[config.mk]
export PLATFORM = sky130hd
export DESIGN_NAME = prg_loader
export DESIGN_NICKNAME = d
export VERILOG_FILES = /design/src/rtl/prg_loader.sv
export SDC_FILE = /design/constraint.sdc
export NUM_CORES = 1
export LEC_CHECK = 0
export ABC_AREA = 1
export CAP_MARGIN = 30
export CORE_ASPECT_RATIO = 0.75
export CORE_MARGIN = 2
export CORE_UTILIZATION = 55
export CTS_CLUSTER_DIAMETER = 80
export DETAILED_ROUTE_END_ITERATION = 6
export PLACE_DENSITY = 0.91
export SYNTH_ARGS = -nofsm -noshare
export SYNTH_HDL_FRONTEND = slang
export SYNTH_SLANG_ARGS = --single-unit
[constraint.sdc]
create_clock -name clk_sys -period 7.4 [get_ports clk_sys]
set_clock_uncertainty 0.1 [all_clocks]
set_input_delay 1.48 -clock clk_sys [delete_from_list [all_inputs] [get_ports clk_sys]]
set_output_delay 1.48 -clock clk_sys [all_outputs]
set_load 0.02 [all_outputs]
[src/rtl/prg_loader.sv]
`timescale 1ns/1ps
// prg_loader: download engine between the data_io byte stream and a memory
// write port. PRG mode takes a 2-byte little-endian load address from the
// stream; raw mode loads at raw_base. Payload bytes go through a small FIFO
// and are written under a req/ack handshake. After the download, the final
// end address can be written into a list of zero-page pointer pairs.
// Optional build macro: PRG_LOADER_CHKSUM_EN adds the chksum output
// (modulo-256 sum of the payload bytes written).
module prg_loader #(
    parameter int                 AW       = 16,
    parameter int                 NPTR     = 4,
    parameter logic [NPTR*AW-1:0] PTR_LIST = {16'h00ae, 16'h0031, 16'h002f, 16'h002d},
    parameter int                 DEPTH    = 4
) (
    input  logic          clk_sys,
    input  logic          reset_n,
    input  logic          dl_active,
    input  logic          dl_mode,
    input  logic [AW-1:0] raw_base,
    input  logic          inject_en,
    input  logic          in_wr,
    input  logic [7:0]    in_data,
    output logic          out_wr,
    output logic [AW-1:0] out_addr,
    output logic [7:0]    out_data,
    input  logic          out_ack,
    output logic          busy,
    output logic          done,
    output logic          overflow,
    output logic [AW-1:0] end_addr
`ifdef PRG_LOADER_CHKSUM_EN
    ,
    output logic [7:0]    chksum
`endif
);

    localparam int PW = $clog2(DEPTH);
    localparam int CW = PW + 1;
    localparam int IW = (NPTR > 1) ? $clog2(NPTR) : 1;

    typedef enum logic [2:0] {
        ST_IDLE,
        ST_HDR_LO,
        ST_HDR_HI,
        ST_DATA,
        ST_DRAIN,
        ST_INJ,
        ST_DONE
    } state_t;

    state_t          state_q, state_d;
    logic            dl_prev_q;
    logic            inject_q, inject_d;
    logic [AW-1:0]   cur_q, cur_d;
    logic [AW-1:0]   end_q, end_d;
    logic            ovf_q, ovf_d;
    logic            wr_q, wr_d;
    logic [AW-1:0]   addr_q, addr_d;
    logic [7:0]      data_q, data_d;
    logic [IW-1:0]   idx_q, idx_d;
    logic            hi_q, hi_d;
`ifdef PRG_LOADER_CHKSUM_EN
    logic [7:0]      sum_q, sum_d;
`endif

    // FIFO storage and pointers
    logic [7:0]      fifo_q [DEPTH];
    logic [PW-1:0]   rd_ptr_q, rd_ptr_d;
    logic [PW-1:0]   wr_ptr_q, wr_ptr_d;
    logic [CW-1:0]   cnt_q, cnt_d;
    logic [PW-1:0]   rd_base, wr_base;
    logic [CW-1:0]   cnt_base;
    logic            full_base;
    logic            push_req, push_ok;
    logic            pop, fifo_clr;
    logic            fifo_empty;
    logic [7:0]      fifo_head;
    logic            dl_rise;

    assign dl_rise    = dl_active && !dl_prev_q;
    assign push_req   = in_wr && dl_active;
    assign fifo_empty = (cnt_q == '0);
    assign fifo_head  = fifo_q[rd_ptr_q];

    // Control FSM: header parse, payload writes, pointer injection, restart.
    always_comb begin
        // NOTE: every signal driven here gets a default first, so no path
        // leaves one unassigned and no latch is inferred.
        state_d  = state_q;
        inject_d = inject_q;
        cur_d    = cur_q;
        end_d    = end_q;
        wr_d     = wr_q;
        addr_d   = addr_q;
        data_d   = data_q;
        idx_d    = idx_q;
        hi_d     = hi_q;
        pop      = 1'b0;
        fifo_clr = 1'b0;
`ifdef PRG_LOADER_CHKSUM_EN
        sum_d    = sum_q;
`endif

        case (state_q)
            ST_IDLE: begin
            end

            ST_HDR_LO: begin
                if (!fifo_empty) begin
                    pop        = 1'b1;
                    cur_d      = '0;
                    cur_d[7:0] = fifo_head;
                    state_d    = ST_HDR_HI;
                end else if (!dl_active) begin
                    state_d = ST_DRAIN;
                end
            end

            ST_HDR_HI: begin
                if (!fifo_empty) begin
                    pop         = 1'b1;
                    cur_d[15:8] = fifo_head;
                    state_d     = ST_DATA;
                end else if (!dl_active) begin
                    state_d = ST_DRAIN;
                end
            end

            ST_DATA, ST_DRAIN: begin
                if (wr_q) begin
                    if (out_ack) begin
                        wr_d  = 1'b0;
                        pop   = 1'b1;
                        cur_d = cur_q + AW'(1);
                        end_d = cur_q + AW'(1);
`ifdef PRG_LOADER_CHKSUM_EN
                        sum_d = sum_q + data_q;
`endif
                    end
                end else if (!fifo_empty) begin
                    wr_d   = 1'b1;
                    addr_d = cur_q;
                    data_d = fifo_head;
                end else if (state_q == ST_DRAIN) begin
                    state_d = (inject_q && (NPTR > 0)) ? ST_INJ : ST_DONE;
                end
                if ((state_q == ST_DATA) && !dl_active) begin
                    state_d = ST_DRAIN;
                end
            end

            ST_INJ: begin
                if (wr_q) begin
                    if (out_ack) begin
                        wr_d = 1'b0;
                        if (hi_q) begin
                            hi_d = 1'b0;
                            if (idx_q == IW'(NPTR - 1)) begin
                                state_d = ST_DONE;
                            end else begin
                                idx_d = idx_q + IW'(1);
                            end
                        end else begin
                            hi_d = 1'b1;
                        end
                    end
                end else begin
                    wr_d   = 1'b1;
                    addr_d = PTR_LIST[int'(idx_q) * AW +: AW] + AW'(hi_q);
                    data_d = hi_q ? end_q[15:8] : end_q[7:0];
                end
            end

            ST_DONE: begin
                state_d = ST_IDLE;
            end

            default: begin
                state_d = ST_IDLE;
            end
        endcase

        // A new download start wins over everything, including an active
        // transfer: the pending request and buffered bytes are discarded.
        if (dl_rise) begin
            fifo_clr = 1'b1;
            pop      = 1'b0;
            wr_d     = 1'b0;
            idx_d    = '0;
            hi_d     = 1'b0;
            inject_d = inject_en;
            state_d  = dl_mode ? ST_DATA : ST_HDR_LO;
            cur_d    = dl_mode ? raw_base : '0;
            end_d    = dl_mode ? raw_base : '0;
`ifdef PRG_LOADER_CHKSUM_EN
            sum_d    = '0;
`endif
        end
    end

    // FIFO bookkeeping: clear on restart, push/pop, overflow on dropped byte.
    always_comb begin
        rd_base   = fifo_clr ? '0 : rd_ptr_q;
        wr_base   = fifo_clr ? '0 : wr_ptr_q;
        cnt_base  = fifo_clr ? '0 : cnt_q;
        full_base = (cnt_base == CW'(DEPTH));
        push_ok   = push_req && (!full_base || pop);
        rd_ptr_d  = rd_base + PW'(pop);
        wr_ptr_d  = wr_base + PW'(push_ok);
        cnt_d     = cnt_base + CW'(push_ok) - CW'(pop);
        ovf_d     = fifo_clr ? 1'b0 : ovf_q;
        if (push_req && full_base && !pop) begin
            ovf_d = 1'b1;
        end
    end

    // State and datapath registers.
    always_ff @(posedge clk_sys or negedge reset_n) begin
        // NOTE: sequential state uses non-blocking assignments so every flop
        // samples the pre-edge values regardless of statement order.
        if (!reset_n) begin
            state_q   <= ST_IDLE;
            dl_prev_q <= 1'b0;
            inject_q  <= 1'b0;
            cur_q     <= '0;
            end_q     <= '0;
            ovf_q     <= 1'b0;
            wr_q      <= 1'b0;
            addr_q    <= '0;
            data_q    <= '0;
            idx_q     <= '0;
            hi_q      <= 1'b0;
            rd_ptr_q  <= '0;
            wr_ptr_q  <= '0;
            cnt_q     <= '0;
`ifdef PRG_LOADER_CHKSUM_EN
            sum_q     <= '0;
`endif
        end else begin
            state_q   <= state_d;
            dl_prev_q <= dl_active;
            inject_q  <= inject_d;
            cur_q     <= cur_d;
            end_q     <= end_d;
            ovf_q     <= ovf_d;
            wr_q      <= wr_d;
            addr_q    <= addr_d;
            data_q    <= data_d;
            idx_q     <= idx_d;
            hi_q      <= hi_d;
            rd_ptr_q  <= rd_ptr_d;
            wr_ptr_q  <= wr_ptr_d;
            cnt_q     <= cnt_d;
`ifdef PRG_LOADER_CHKSUM_EN
            sum_q     <= sum_d;
`endif
        end
    end

    // FIFO byte storage.
    always_ff @(posedge clk_sys) begin
        // NOTE: the storage array has no reset; the count and pointers are
        // reset, so stale contents are never read.
        if (push_ok) begin
            fifo_q[wr_base] <= in_data;
        end
    end

    assign out_wr   = wr_q;
    assign out_addr = addr_q;
    assign out_data = data_q;
    assign busy     = (state_q != ST_IDLE) && (state_q != ST_DONE);
    assign done     = (state_q == ST_DONE);
    assign overflow = ovf_q;
    assign end_addr = end_q;
`ifdef PRG_LOADER_CHKSUM_EN
    assign chksum   = sum_q;
`endif

endmodule

After elaboration in Yosys (flattened, before gate mapping)

Memories as Yosys holds them, arrays and structs flattened.
Cells that the tools add are included.

Add/sub/neg operators: 7
$mul: 0
Div/mod/pow operators: 0
$lt $le $gt $ge: 0
Eq/ne operators: 25
Shift-type cells: 1
Multiplexer cells: 62
Bitwise operators: 0
Reductions and logical operators: 34

Operators with widths:

| kind                                                                          | number |
|---|---|
| 16-bit 2-to-1 mux                                                             | 10 |
| 64-bit by 7-bit variable part select with 16-bit output, first input constant | 1 |
| 3-bit 2-to-1 mux                                                              | 13 |
| 8-bit 2-to-1 mux                                                              | 4 |
| 16-bit one-hot mux with 2 select lines                                        | 1 |
| 8-bit one-hot mux with 2 select lines                                         | 2 |
| 3-bit inequality test, second input constant                                  | 9 |
| 8-bit one-hot mux with 3 select lines                                         | 1 |
| 2-bit 2-to-1 mux                                                              | 10 |
| 1-bit 2-to-1 mux                                                              | 18 |
| 16-bit by 1-bit adder with 16-bit output                                      | 1 |
| 16-bit by 1-bit adder with 16-bit output, second input constant               | 1 |
| 3-bit one-hot mux with 5 select lines                                         | 1 |
| 2-bit nonzero test                                                            | 7 |
| 3-bit equality test, second input constant                                    | 4 |
| 4-bit inequality test, second input constant                                  | 3 |
| 2-bit inequality test, second input constant                                  | 5 |
| 5-bit AND reduction                                                           | 2 |
| 3-bit nonzero test                                                            | 3 |
| 4-bit AND reduction                                                           | 2 |
| 8-bit AND reduction                                                           | 1 |
| 1-bit logical AND                                                             | 7 |
| 3-bit by 2-bit equality test with 1-bit output, second input constant         | 2 |
| 3-bit logical NOT                                                             | 2 |
| other kinds (12)                                                              | 19 |

Register bits after elaboration: 73
Bits in latches: 0
Bits in writable memories: 32
ROM bits: 0
Input bits: 31
Output and inout bits: 44
Word-level logic and storage cells: 145
Memories: 1

Memories:

| memory | depth | width | rd ports | clocked after Yosys merged registers in | write ports | line | RTL |
|---|---|---|---|---|---|---|---|
| fifo_q | 4     | 8     | 1        | 0                                       | 1           | 67   | `logic [7:0] fifo_q [DEPTH];` |

Logic depth before layout (Yosys ltp)

Gate-level depths: netlist of run 1.

Depth in word-level cells: 10
Depth in mapped cells: 14
Gate-level depth less buffers: 12

Worst setup path after synthesis of run 1

OpenSTA, ideal clock, no wires.

Path kind: input to register
From: in dl_active
To: reg cnt_q[2]
Library setup time: 0.128 ns
Arrival: 3.186 ns
Data required time: 7.172 ns
Slack: 3.986 ns
Cell stages on the path: 11
Buffers on the path: 2
Path through: inv_2 > nor2_4 > buf_4 > clkbuf_1 > a21oi_1 > ha_1 > inv_1 > ha_1 > inv_1 > fa_1 > xor2_1

Cells in the longest elaborated chain, start to end: 9
Elaborated cells on any way between the ends: 11
Classes of those cells: 2 x add/sub; 1 x eq/ne; 3 x mux; 5 x reduce/logical

RTL lines:

| element                                       | line | RTL |
|---|---|---|
| start: declaration                            | 17   | `input logic dl_active,` |
| 1-bit logical AND                             | 80   | `assign dl_rise = dl_active && !dl_prev_q;` |
| 1-bit 2-to-1 mux                              | 185  | `if (dl_rise) begin` |
| 3-bit 2-to-1 mux                              | 205  | `cnt_base = fifo_clr ? '0 : cnt_q;` |
| 3-bit equality test                           | 206  | `full_base = (cnt_base == CW'(DEPTH));` |
| 1-bit logical NOT                             | 207  | `push_ok = push_req && (!full_base \|\| pop);` |
| 1-bit logical OR                              | 207  |  |
| 1-bit logical AND                             | 207  |  |
| 3-bit by 1-bit adder with 3-bit output        | 210  | `cnt_d = cnt_base + CW'(push_ok) - CW'(pop);` |
| 3-bit by 1-bit subtractor with 3-bit output * | 210  |  |
| named net cnt_d[2]                            | 70   | `logic [CW-1:0] cnt_q, cnt_d;` |
| end signal: assignment                        | 253  | `cnt_q <= cnt_d;` |
| end: declaration                              | 70   |  |

The timed path passes the listed nets; every way through them passes the cells marked *.
A chain may end at the register's enable or synchronous reset.

Final worst setup path of run 1

Same ends and word-level chain as after synthesis.

==> results.yml, run 1 <==
drt:
  drt-pass1-iter-count: 5
  drt_wl_total_mm: 15.3
  ant_nets: 0
  avgViaCountPerCell: 5.78
  vias: 5078
  wl_per_cell_um: 17.4
  drt_iter0_markers: 621
  drcViolationCount: 0
clock_network:
  insertion_delay_ns: 0.36
  cts_buffers: 9
  clk_path_buf_depth: 2
  cts_resized: 0
  cts_hold_buf: 0
  clkSinkCount: 105
  tritoncts: "done"
  post_cts_buffers: 0
  cts_root_buf: "clkbuf_16"
  htree_levels: 3
  clkTransAtPathRegs_ns: 0.07
sta:
  finalSetupTns_ns: 0
  grt_setup_unrepaired: "no"
  setup_violations: 0
  fin_crit_ns: 4.36
  fmax_mhz: 229
  worstMarginPinSlew_ns: 0.992
  slew_headroom_pct: 33.4
  hold_violations: 0
  min_period_over_period_pct: 58.9
  drv_slew: 0
logic_synthesis:
  synth-main-ff-cell: "dfrtp_1"
  synthCells: 678
  ys_ff_latch: 105
  avgSynthCellArea_um2: 8.15
  synthArstFlopShare_pct: 69.5
  ys_types: 38
  syn_area_um2: 5520
  synth_edf_count: 32
  synth_fp_nets: 719
  synth_seq_area_share_pct: 50.5
  yosysWarnings: 0
worst_hold_path:
  hold_class: "flip-flop to flip-flop"
  worstHoldPathCells: 2
  hp-start: "out_addr[5]$_DFFE_PN0P_"
  min_to: "out_addr[5]$_DFFE_PN0P_"
layout:
  final_util_pct: 67.9
  antennaDiodeCount: 0
  drive_above_1_share_pct: 5.89
  areaGrowthSynthToFinish_pct: 19.2
  fillers: 751
  final_cell_mix: "227 x nand2_1, 73 x dfrtp_1, 73 x clkdlybuf4s50_1, 69 x nand3_1, 58 x nor2_1"
  final_nets: 783
  layout_commonest_cell: "nand2_1"
setup_path:
  critical_path_arrival_ns: 4.50
  critical_path.reg2reg.endpoint: "cnt_q[2]$_DFF_PN0_"
  critPathLaunch: "dl_active"
  rrSetupSlack_ns: 4.37
  cp_max_fo: 36
  startpoint_type: "primary input"
  setup.worst_path.class: "primary input to flip-flop"
  endpoint_kind: "flip-flop"
  required_ns: 7.54
  r2r.worst_path.cells: 11
  r2r-start: "dl_prev_q$_DFF_PN0_"
die:
  dieArea_um2: 10900
  chipWidth_um: 120
  boundaryPins: 75
  initial_utilization_pct: 57.0
  row_count: 31
  die_h_um: 90.8
  core_region_area_um2: 9700
pwr:
  p_per_area_nw_per_um2: 418
  seq_power_share_pct: 35.5
  p_leak_nw: 2.98
  ir_worst_vdd_mv: 0.200
  comb_power_share_pct: 47.3
  swShare_pct: 45.5
  clkPwrFrac_pct: 17.2
  p_sw_w: 0.00125
  p_int_w: 0.00150
placed_design:
  hpwl_mm: 11.0
  finalWeightedCongestion: 0.926
  place.port_buffers: 74
global_routing:
  grt_max_degree: 74
  grt_pass1_wl_mm: 24.5
  track_usage_pct: 29.0
  grt_pass1_vias: 4792
  globalRoute.totalOverflow: 0
  antenna_found_initial: 0
job:
  maxCapViolations: 0
run_status:
  outcome: "finished, final reports clean"
## metal layers
metal / GRT usage (%) / part of all wire, % / vias up
met5: 0 / 0 / -
met4: 9.51 / 2.0 / 0
met3: 6.19 / 9.9 / 36
met2: 45.0 / 46 / 320
met1: 40.8 / 42 / 2362
li1: - / - / 2360
## area by class of cell
type	instances	area [µm²]	area share, %
Sequential cell	105	2790	42.3
Multi-Input combinational cell	490	2360	35.9
Timing Repair Buffer	78	763	11.6
Clock buffer	9	225	3.42
Inverter	58	220	3.34
Tap cell	132	165	2.51
Clock inverter	7	61.3	0.931
## cells by family (layout without fill, tap and decap cells)
group | after synthesis | after routing | share of synthesized area [%]
simple gates | 389 | 389 | 30.8
buf+inv | 83 | 152 | 6.75
fa+ha+maj | 10 | 10 | 2.40
compound gates | 84 | 84 | 8.43
flops | 105 | 105 | 50.5
xor+xnor | 7 | 7 | 1.11
## cell usage after synthesis, types with 2 or more instances
cell type  count  area (µm²)
nand4_1       11        68.8
edfxtp_1      32         961
nand3b_1       3        22.5
ha_1           9         113
a21oi_1       20         100
nor2_1        58         218
buf_4          7        52.6
nor3_1         6        30.0
a31oi_1       12        75.1
nand2_1      227         852
nand2_4        2        22.5
buf_2          8        40.0
buf_6          3        33.8
clkinv_1       2        7.51
nand3_1       69         345
nand3_4        3        52.6
nor2_4         3        33.8
nand2_2        3        18.8
o21ai_1       10        50.1
o21bai_1       2        15.0
xor2_1         6        52.6
o211ai_1       6        45.0
o21ai_0       30         150
clkbuf_1       6        22.5
inv_2          6        22.5
nor2_2         2        12.5
dfrtp_1       73        1830
inv_1         49         184
## flip-flops by register name (all words and copies together) (netlist names)
signal / cells
overflow: 1
idx_q: 2
wr_ptr_q: 2
out_data: 8
rd_ptr_q: 2
state_q: 3
dl_prev_q: 1
out_addr: 16
cur_q: 16
cnt_q: 3
out_wr: 1
hi_q: 1
end_addr: 16
inject_q: 1
fifo_q: 32
## worst max-delay path by stage
stage | to | slack [ns]
2_1_floorplan | cnt_q[2]$_DFF_PN0_ | 3.99
3_3_place_gp | fifo_q[3][2]$_DFFE_PP_ | 2.82
3_5_place_dp | fifo_q[3][0]$_DFFE_PP_ | 2.55
4_1_cts | fifo_q[3][6]$_DFFE_PP_ | 2.94
5_1_grt | fifo_q[1][5]$_DFFE_PP_ | 2.76
6_report | cnt_q[2]$_DFF_PN0_ | 3.04
## critical path: stages
cell             delay (ns)
clkdlybuf4s50_1        0.57
inv_2                  0.06
nor2_4                 0.44
inv_2                  0.43
nand4_1                0.16
nand3b_1               0.14
nand2_1                0.14
ha_1                   0.30
inv_1                  0.05
ha_1                   0.12
inv_1                  0.04
fa_1                   0.37
xor2_1                 0.17
## through the flow
step | hold WS, ns | setup slack (ns) | total power [W] | instances | area, µm²
floorplan | 0.391 | 3.99 | 0.00181 | 678 | 5520
global placement | 0.355 | 2.82 | 0.00221 | 861 | 6290
detailed placement | 0.362 | 2.55 | 0.00226 | 861 | 6290
CTS | 0.380 | 2.94 | 0.00274 | 877 | 6570
global route | 0.400 | 2.76 | 0.00293 | 879 | 6590
finish | 0.375 | 3.04 | 0.00275 | 879 | 6590
## power groups by stage
stage / logic [W] / clock network [W] / registers, W
final: 0.00130 / 0.000473 / 0.000978
after global routing: 0.00143 / 0.000501 / 0.000994
after CTS: 0.00129 / 0.000473 / 0.000970
after detailed placement: 0.00128 / 0 / 0.000979
after global placement: 0.00124 / 0 / 0.000969
after floorplan: 0.000787 / 0 / 0.00103
Note: power is estimated with default switching activity, not from simulation.
==> run 2, diff against run 1 <==
--- a/config.mk
+++ b/config.mk
@@ -9,10 +9,10 @@
 export CAP_MARGIN = 30
 export CORE_ASPECT_RATIO = 0.75
 export CORE_MARGIN = 2
-export CORE_UTILIZATION = 55
+export CORE_UTILIZATION = 50
 export CTS_CLUSTER_DIAMETER = 80
 export DETAILED_ROUTE_END_ITERATION = 6
-export PLACE_DENSITY = 0.91
+export PLACE_DENSITY = 0.88
 export SYNTH_ARGS = -nofsm -noshare
 export SYNTH_HDL_FRONTEND = slang
 export SYNTH_SLANG_ARGS = --single-unit
==> constraint.sdc (replaced) <==
create_clock -name clk_sys -period 4 [get_ports clk_sys]
set_clock_uncertainty 0.1 [all_clocks]
set_input_delay 0.8 -clock clk_sys [delete_from_list [all_inputs] [get_ports clk_sys]]
set_output_delay 0.8 -clock clk_sys [all_outputs]
set_load 0.02 [all_outputs]
==> results.yml, run 2 (same netlist as run 1, synthesis figures left out) <==
run_status:
  outcome: "finished, final reports clean"
die:
  boundaryPins: 75
  row_count: 33
  initial_utilization_pct: 50.9
  core_region_area_um2: 10900
  dieArea_um2: 11900
  chipWidth_um: 125
  die_h_um: 95.0
global_routing:
  antenna_found_initial: 0
  grt_max_degree: 74
  track_usage_pct: 25.3
  grt_pass1_vias: 4733
  globalRoute.totalOverflow: 0
  grt_pass1_wl_mm: 23.3
clock_network:
  cts_root_buf: "clkbuf_16"
  insertion_delay_ns: 0.35
  cts_buffers: 9
  clkSinkCount: 105
  cts_resized: 0
  tritoncts: "done"
  clk_path_buf_depth: 2
  htree_levels: 3
  post_cts_buffers: 0
  cts_hold_buf: 0
  clkTransAtPathRegs_ns: 0.07
pwr:
  p_leak_nw: 3.00
  swShare_pct: 45.3
  p_sw_w: 0.00231
  p_per_area_nw_per_um2: 770
  comb_power_share_pct: 47.5
  p_int_w: 0.00279
  total_power_w: 0.00510
  seq_power_share_pct: 35.5
  clkPwrFrac_pct: 17.0
  ir_worst_vdd_mv: 0.459
setup_path:
  cp_top_family: "adder cells"
  critical_path_arrival_ns: 3.02
  r2r.worst_path.cells: 7
  slowest_stage: "clkdlybuf4s50_1"
  required_ns: 4.13
  worst-path-buf-inv: 5
  worstPathCellList: "clkdlybuf4s50_1, inv_2, nor2_4, inv_2, nand4_1, nand3b_1, nand2_1, ha_1, inv_1, ha_1, inv_1, fa_1, xor2_1"
  endpoint_kind: "flip-flop"
  setup.worst_path.class: "primary input to flip-flop"
  slowest_delay_ns: 0.57
  cp_max_fo: 6
  cp_num_cells: 13
  startpoint_type: "primary input"
drt:
  vias: 5061
  drt-pass1-iter-count: 6
  drcViolationCount: 0
  highest_layer: "met4"
  route.met3.wl_mm: 1.61
  met2_length_mm: 6.51
  drt_iter0_markers: 582
  wl_met1_mm: 6.05
  ant_nets: 0
  wl_per_cell_um: 16.5
  drt_wl_total_mm: 14.6
  avgViaCountPerCell: 5.69
worst_hold_path:
  hold_class: "flip-flop to flip-flop"
  worstHoldPathCells: 2
sta:
  whs_ns: 0.380
  min_period_over_period_pct: 72.1
  grt_setup_unrepaired: "no"
  fin_crit_ns: 2.88
  setup_violations: 0
  drv_slew: 0
  worstMarginPinSlew_ns: 0.896
  hold_violations: 0
  fmax_mhz: 347
  slew_headroom_pct: 40.3
  finalSetupTns_ns: 0
layout:
  fillers: 895
  final_cell_mix: "227 x nand2_1, 73 x dfrtp_1, 73 x clkdlybuf4s50_1, 69 x nand3_1, 58 x nor2_1"
  antennaDiodeCount: 0
  drive_above_1_share_pct: 6.14
  seqCellArea_um2: 2790
  layout_commonest_cell: "nand2_1"
  areaGrowthSynthToFinish_pct: 19.9
  multi_input_area_um2: 2360
  final_nets: 785
  regMostFlops: "fifo_q"
  largest_reg_flops: 32
placed_design:
  finalWeightedCongestion: 1.04
  hpwl_mm: 10.5
  place.port_buffers: 74
job:
  maxCapViolations: 0
run 2: cell types whose count changed in the layout (fill, tap and decap cells not counted):
cell	previous run	this run
clkinvlp_4	1	0
buf_2	2	0
clkbuf_4	1	0
clkinv_2	1	0
inv_8	2	3
clkinv_4	1	2
buf_4	2	7
run 2: worst paths after layout:
check | from | end | slack [ns]
worst min-delay path | out_addr[7]$_DFFE_PN0P_ | out_addr[7]$_DFFE_PN0P_ | 0.38
worst min register to register | out_addr[7]$_DFFE_PN0P_ | out_addr[7]$_DFFE_PN0P_ | 0.38
worst max register to register | state_q[0]$_DFFE_PN0P_ | out_data[5]$_DFFE_PN0P_ | 1.12
min in group asynchronous | reset_n | out_data[4]$_DFFE_PN0P_ | 0.49
worst max-delay path | dl_active | cnt_q[2]$_DFF_PN0_ | 1.12
max in group asynchronous | reset_n | cur_q[12]$_DFFE_PN0P_ | 2.75
run 2: area by class of cell:
cell class / instances / area share [%]
Clock buffer: 9 / 3.40
Multi-Input combinational cell: 490 / 35.7
Sequential cell: 105 / 42.1
Timing Repair Buffer: 80 / 11.8
Inverter: 58 / 3.33
Clock inverter: 7 / 1.04
Tap cell: 140 / 2.65
run 2: per-layer routing:
layer  vias up  global-route usage, %
met2       316                   40.0
met3        37                   6.45
met4         0                   10.4
met1      2343                   33.9
li1       2365                      -
met5         -                      0
run 2: worst reg2reg max path, stage by stage, from the launching register on:
cell,delay (ns)
dfrtp_1,0.55
nand3_4,0.37
inv_4,0.33
nor2_1,0.13
nor3_4,0.62
inv_2,0.41
nand2_1,0.17
o21ai_1,0.08
run 2: power groups by stage:
| stage | sequential, W | clock [W] | combinational [W] |
|---|---|---|---|
| 2_1_floorplan | 0.00190 | 0 | 0.00146 |
| 3_3_place_gp | 0.00180 | 0 | 0.00231 |
| 3_5_place_dp | 0.00181 | 0 | 0.00237 |
| 4_1_cts | 0.00179 | 0.000874 | 0.00239 |
| 5_1_grt | 0.00185 | 0.000912 | 0.00267 |
| 6_report | 0.00181 | 0.000869 | 0.00242 |
run 2: stage by stage:
| step | setup slack (ns) | utilization (%) | cell area, µm² | std cells |
|---|---|---|---|---|
| 3_3_place_gp | 0.857 | 58.3 | 6330 | 873 |
| 6_report | 1.12 | 61.0 | 6620 | 889 |
| 3_5_place_dp | 0.749 | 58.3 | 6330 | 873 |
| 4_1_cts | 1.12 | 61.0 | 6620 | 889 |
| 2_1_floorplan | 1.27 | - | 5520 | 678 |
| 5_1_grt | 0.955 | 61.0 | 6620 | 889 |
==> run 3, diff against run 2 <==
==> constraint.sdc (replaced) <==
create_clock -name clk_sys -period 2.6 [get_ports clk_sys]
set_clock_uncertainty 0.1 [all_clocks]
set_input_delay 0.52 -clock clk_sys [delete_from_list [all_inputs] [get_ports clk_sys]]
set_output_delay 0.52 -clock clk_sys [all_outputs]
set_load 0.02 [all_outputs]
==> results.yml, run 3 (same netlist as run 1, synthesis figures left out) <==
run_status:
  outcome: "finished, final reports clean"
clock_network:
  htree_levels: 3
  cts_buffers: 9
  cts_root_buf: "clkbuf_16"
  clkSinkCount: 105
  tritoncts: "done"
  insertion_delay_ns: 0.36
  clk_path_buf_depth: 2
  clkTransAtPathRegs_ns: 0.07
pwr:
  seq_power_share_pct: 33.0
  clkPwrFrac_pct: 19.3
  comb_power_share_pct: 47.7
  ir_worst_vdd_mv: 0.466
  p_per_area_nw_per_um2: 1200
  p_leak_nw: 3.13
  p_int_w: 0.00469
  p_sw_w: 0.00355
  swShare_pct: 43.1
layout:
  final_util_pct: 63.2
  antennaDiodeCount: 0
  fillers: 874
  layout_commonest_cell: "nand2_1"
  final_cell_mix: "226 x nand2_1, 73 x clkdlybuf4s50_1, 71 x dfrtp_1, 69 x nand3_1, 58 x nor2_1"
  regMostFlops: "fifo_q"
  postLayoutCellArea_um2: 6870
  largest_reg_flops: 32
  drive_above_1_share_pct: 9.46
  final_nets: 808
  areaGrowthSynthToFinish_pct: 24.4
sta:
  setup_violations: 0
  hold_violations: 0
  drv_slew: 0
  fin_crit_ns: 2.48
  fmax_mhz: 403
  finalSetupTns_ns: 0
  worstMarginPinSlew_ns: 0.936
  slew_headroom_pct: 37.6
  min_period_over_period_pct: 95.3
job:
  maxCapViolations: 0
drt:
  drt_iter0_markers: 702
  vias: 5160
  ant_nets: 0
  drt_wl_total_mm: 15.1
  avgViaCountPerCell: 5.66
  wl_per_cell_um: 16.6
  drt-pass1-iter-count: 5
  drcViolationCount: 0
setup_path:
  required_ns: 1.98
  crit_end: "busy"
  critical_path_arrival_ns: 1.86
  critPathLaunch: "state_q[0]$_DFFE_PN0P_"
  r2r-start: "state_q[1]$_DFFE_PN0P_"
  rrSetupSlack_ns: 0.14
  setup.worst_path.class: "flip-flop to output port"
  startpoint_type: "flip-flop"
  cp_max_fo: 8
  endpoint_kind: "output port"
  r2r.worst_path.cells: 11
  critical_path.reg2reg.endpoint: "cnt_q[2]$_DFF_PN0_"
die:
  dieArea_um2: 11900
  boundaryPins: 75
  die_h_um: 95.0
  chipWidth_um: 125
  row_count: 33
  initial_utilization_pct: 50.9
  core_region_area_um2: 10900
global_routing:
  grt_pass1_wl_mm: 24.4
  grt_pass1_vias: 4770
  grt_max_degree: 74
  track_usage_pct: 26.4
  globalRoute.totalOverflow: 0
  antenna_found_initial: 0
placed_design:
  dpl_cell_area_um2: 6500
  finalWeightedCongestion: 1.09
  place.port_buffers: 74
  hpwl_mm: 10.9
worst_hold_path:
  hold_class: "primary input to asynchronous set/reset pin"
-- run 3: cell types whose count changed in the layout (fill, tap and decap cells not counted), sizes merged --
cell      delta
inv          -2
bufinv       +3
clkinv       -2
buf         +23
clkinvlp     +1
-- run 3: worst min-delay path by stage --
stage / start / endpoint / cells after the start
after floorplan: reset_n / cnt_q[0]$_DFF_PN0_ / 0
after global placement: out_addr[5]$_DFFE_PN0P_ / out_addr[5]$_DFFE_PN0P_ / 2
after detailed placement: out_addr[7]$_DFFE_PN0P_ / out_addr[7]$_DFFE_PN0P_ / 2
after CTS: reset_n / out_data[2]$_DFFE_PN0P_ / 1
after global routing: reset_n / out_addr[1]$_DFFE_PN0P_ / 1
final: reset_n / out_data[3]$_DFFE_PN0P_ / 1
-- run 3: final cells by class --
type                            count  area (µm²)  area share (%)
Sequential cell                   105        2790            40.6
Multi-Input combinational cell    490        2360            34.4
Timing Repair Buffer              103         968            14.1
Clock buffer                        9         225            3.28
Inverter                           58         220            3.21
Tap cell                          140         175            2.55
Clock inverter                      7         124            1.80
-- run 3: per-stage QoR --
step	setup slack (ns)	hold slack, ns	total power (W)	std cells
3_5_place_dp	-0.205	0.363	0.00658	894
6_report	0.121	0.191	0.00825	912
4_1_cts	0.0130	0.242	0.00819	910
5_1_grt	-0.00169	0.283	0.00880	912
3_3_place_gp	-0.0751	0.357	0.00645	894
2_1_floorplan	0.146	0.124	0.00516	678
-- run 3: worst max-delay path, stage by stage, from the launching register on --
cell and delay, ns:
dfrtp_2 0.45, inv_1 0.07, nand2_1 0.08, nor2_1 0.07
a21oi_1 0.18, clkdlybuf4s50_1 0.64
-- run 3: power by group through the flow --
stage / logic (W) / registers, W / clock network (W)
2_1_floorplan: 0.00224 / 0.00292 / 0
3_3_place_gp: 0.00373 / 0.00272 / 0
3_5_place_dp: 0.00385 / 0.00273 / 0
4_1_cts: 0.00388 / 0.00270 / 0.00161
5_1_grt: 0.00435 / 0.00277 / 0.00167
6_report: 0.00393 / 0.00272 / 0.00159
-- run 3: per-layer routing --
layer | wire length (µm) | vias to the layer above | share of wire (%) | GRT usage (%)
met2 | 6850 | 328 | 45 | 41.9
met4 | 446 | 0 | 2.9 | 10.7
met3 | 1610 | 39 | 11 | 5.39
li1 | - | 2401 | - | -
met1 | 6230 | 2392 | 41 | 36.1
met5 | 0 | - | 0 | 0
-- run 3: what timing repair did --
item / in CTS / in global routing
setup buffers: 0 / 2
endpoints found under the setup margin: 0 / 3
hold buffers: 0 / 0
resized for setup: 0 / 4
hold endpoints to repair: 0 / 0
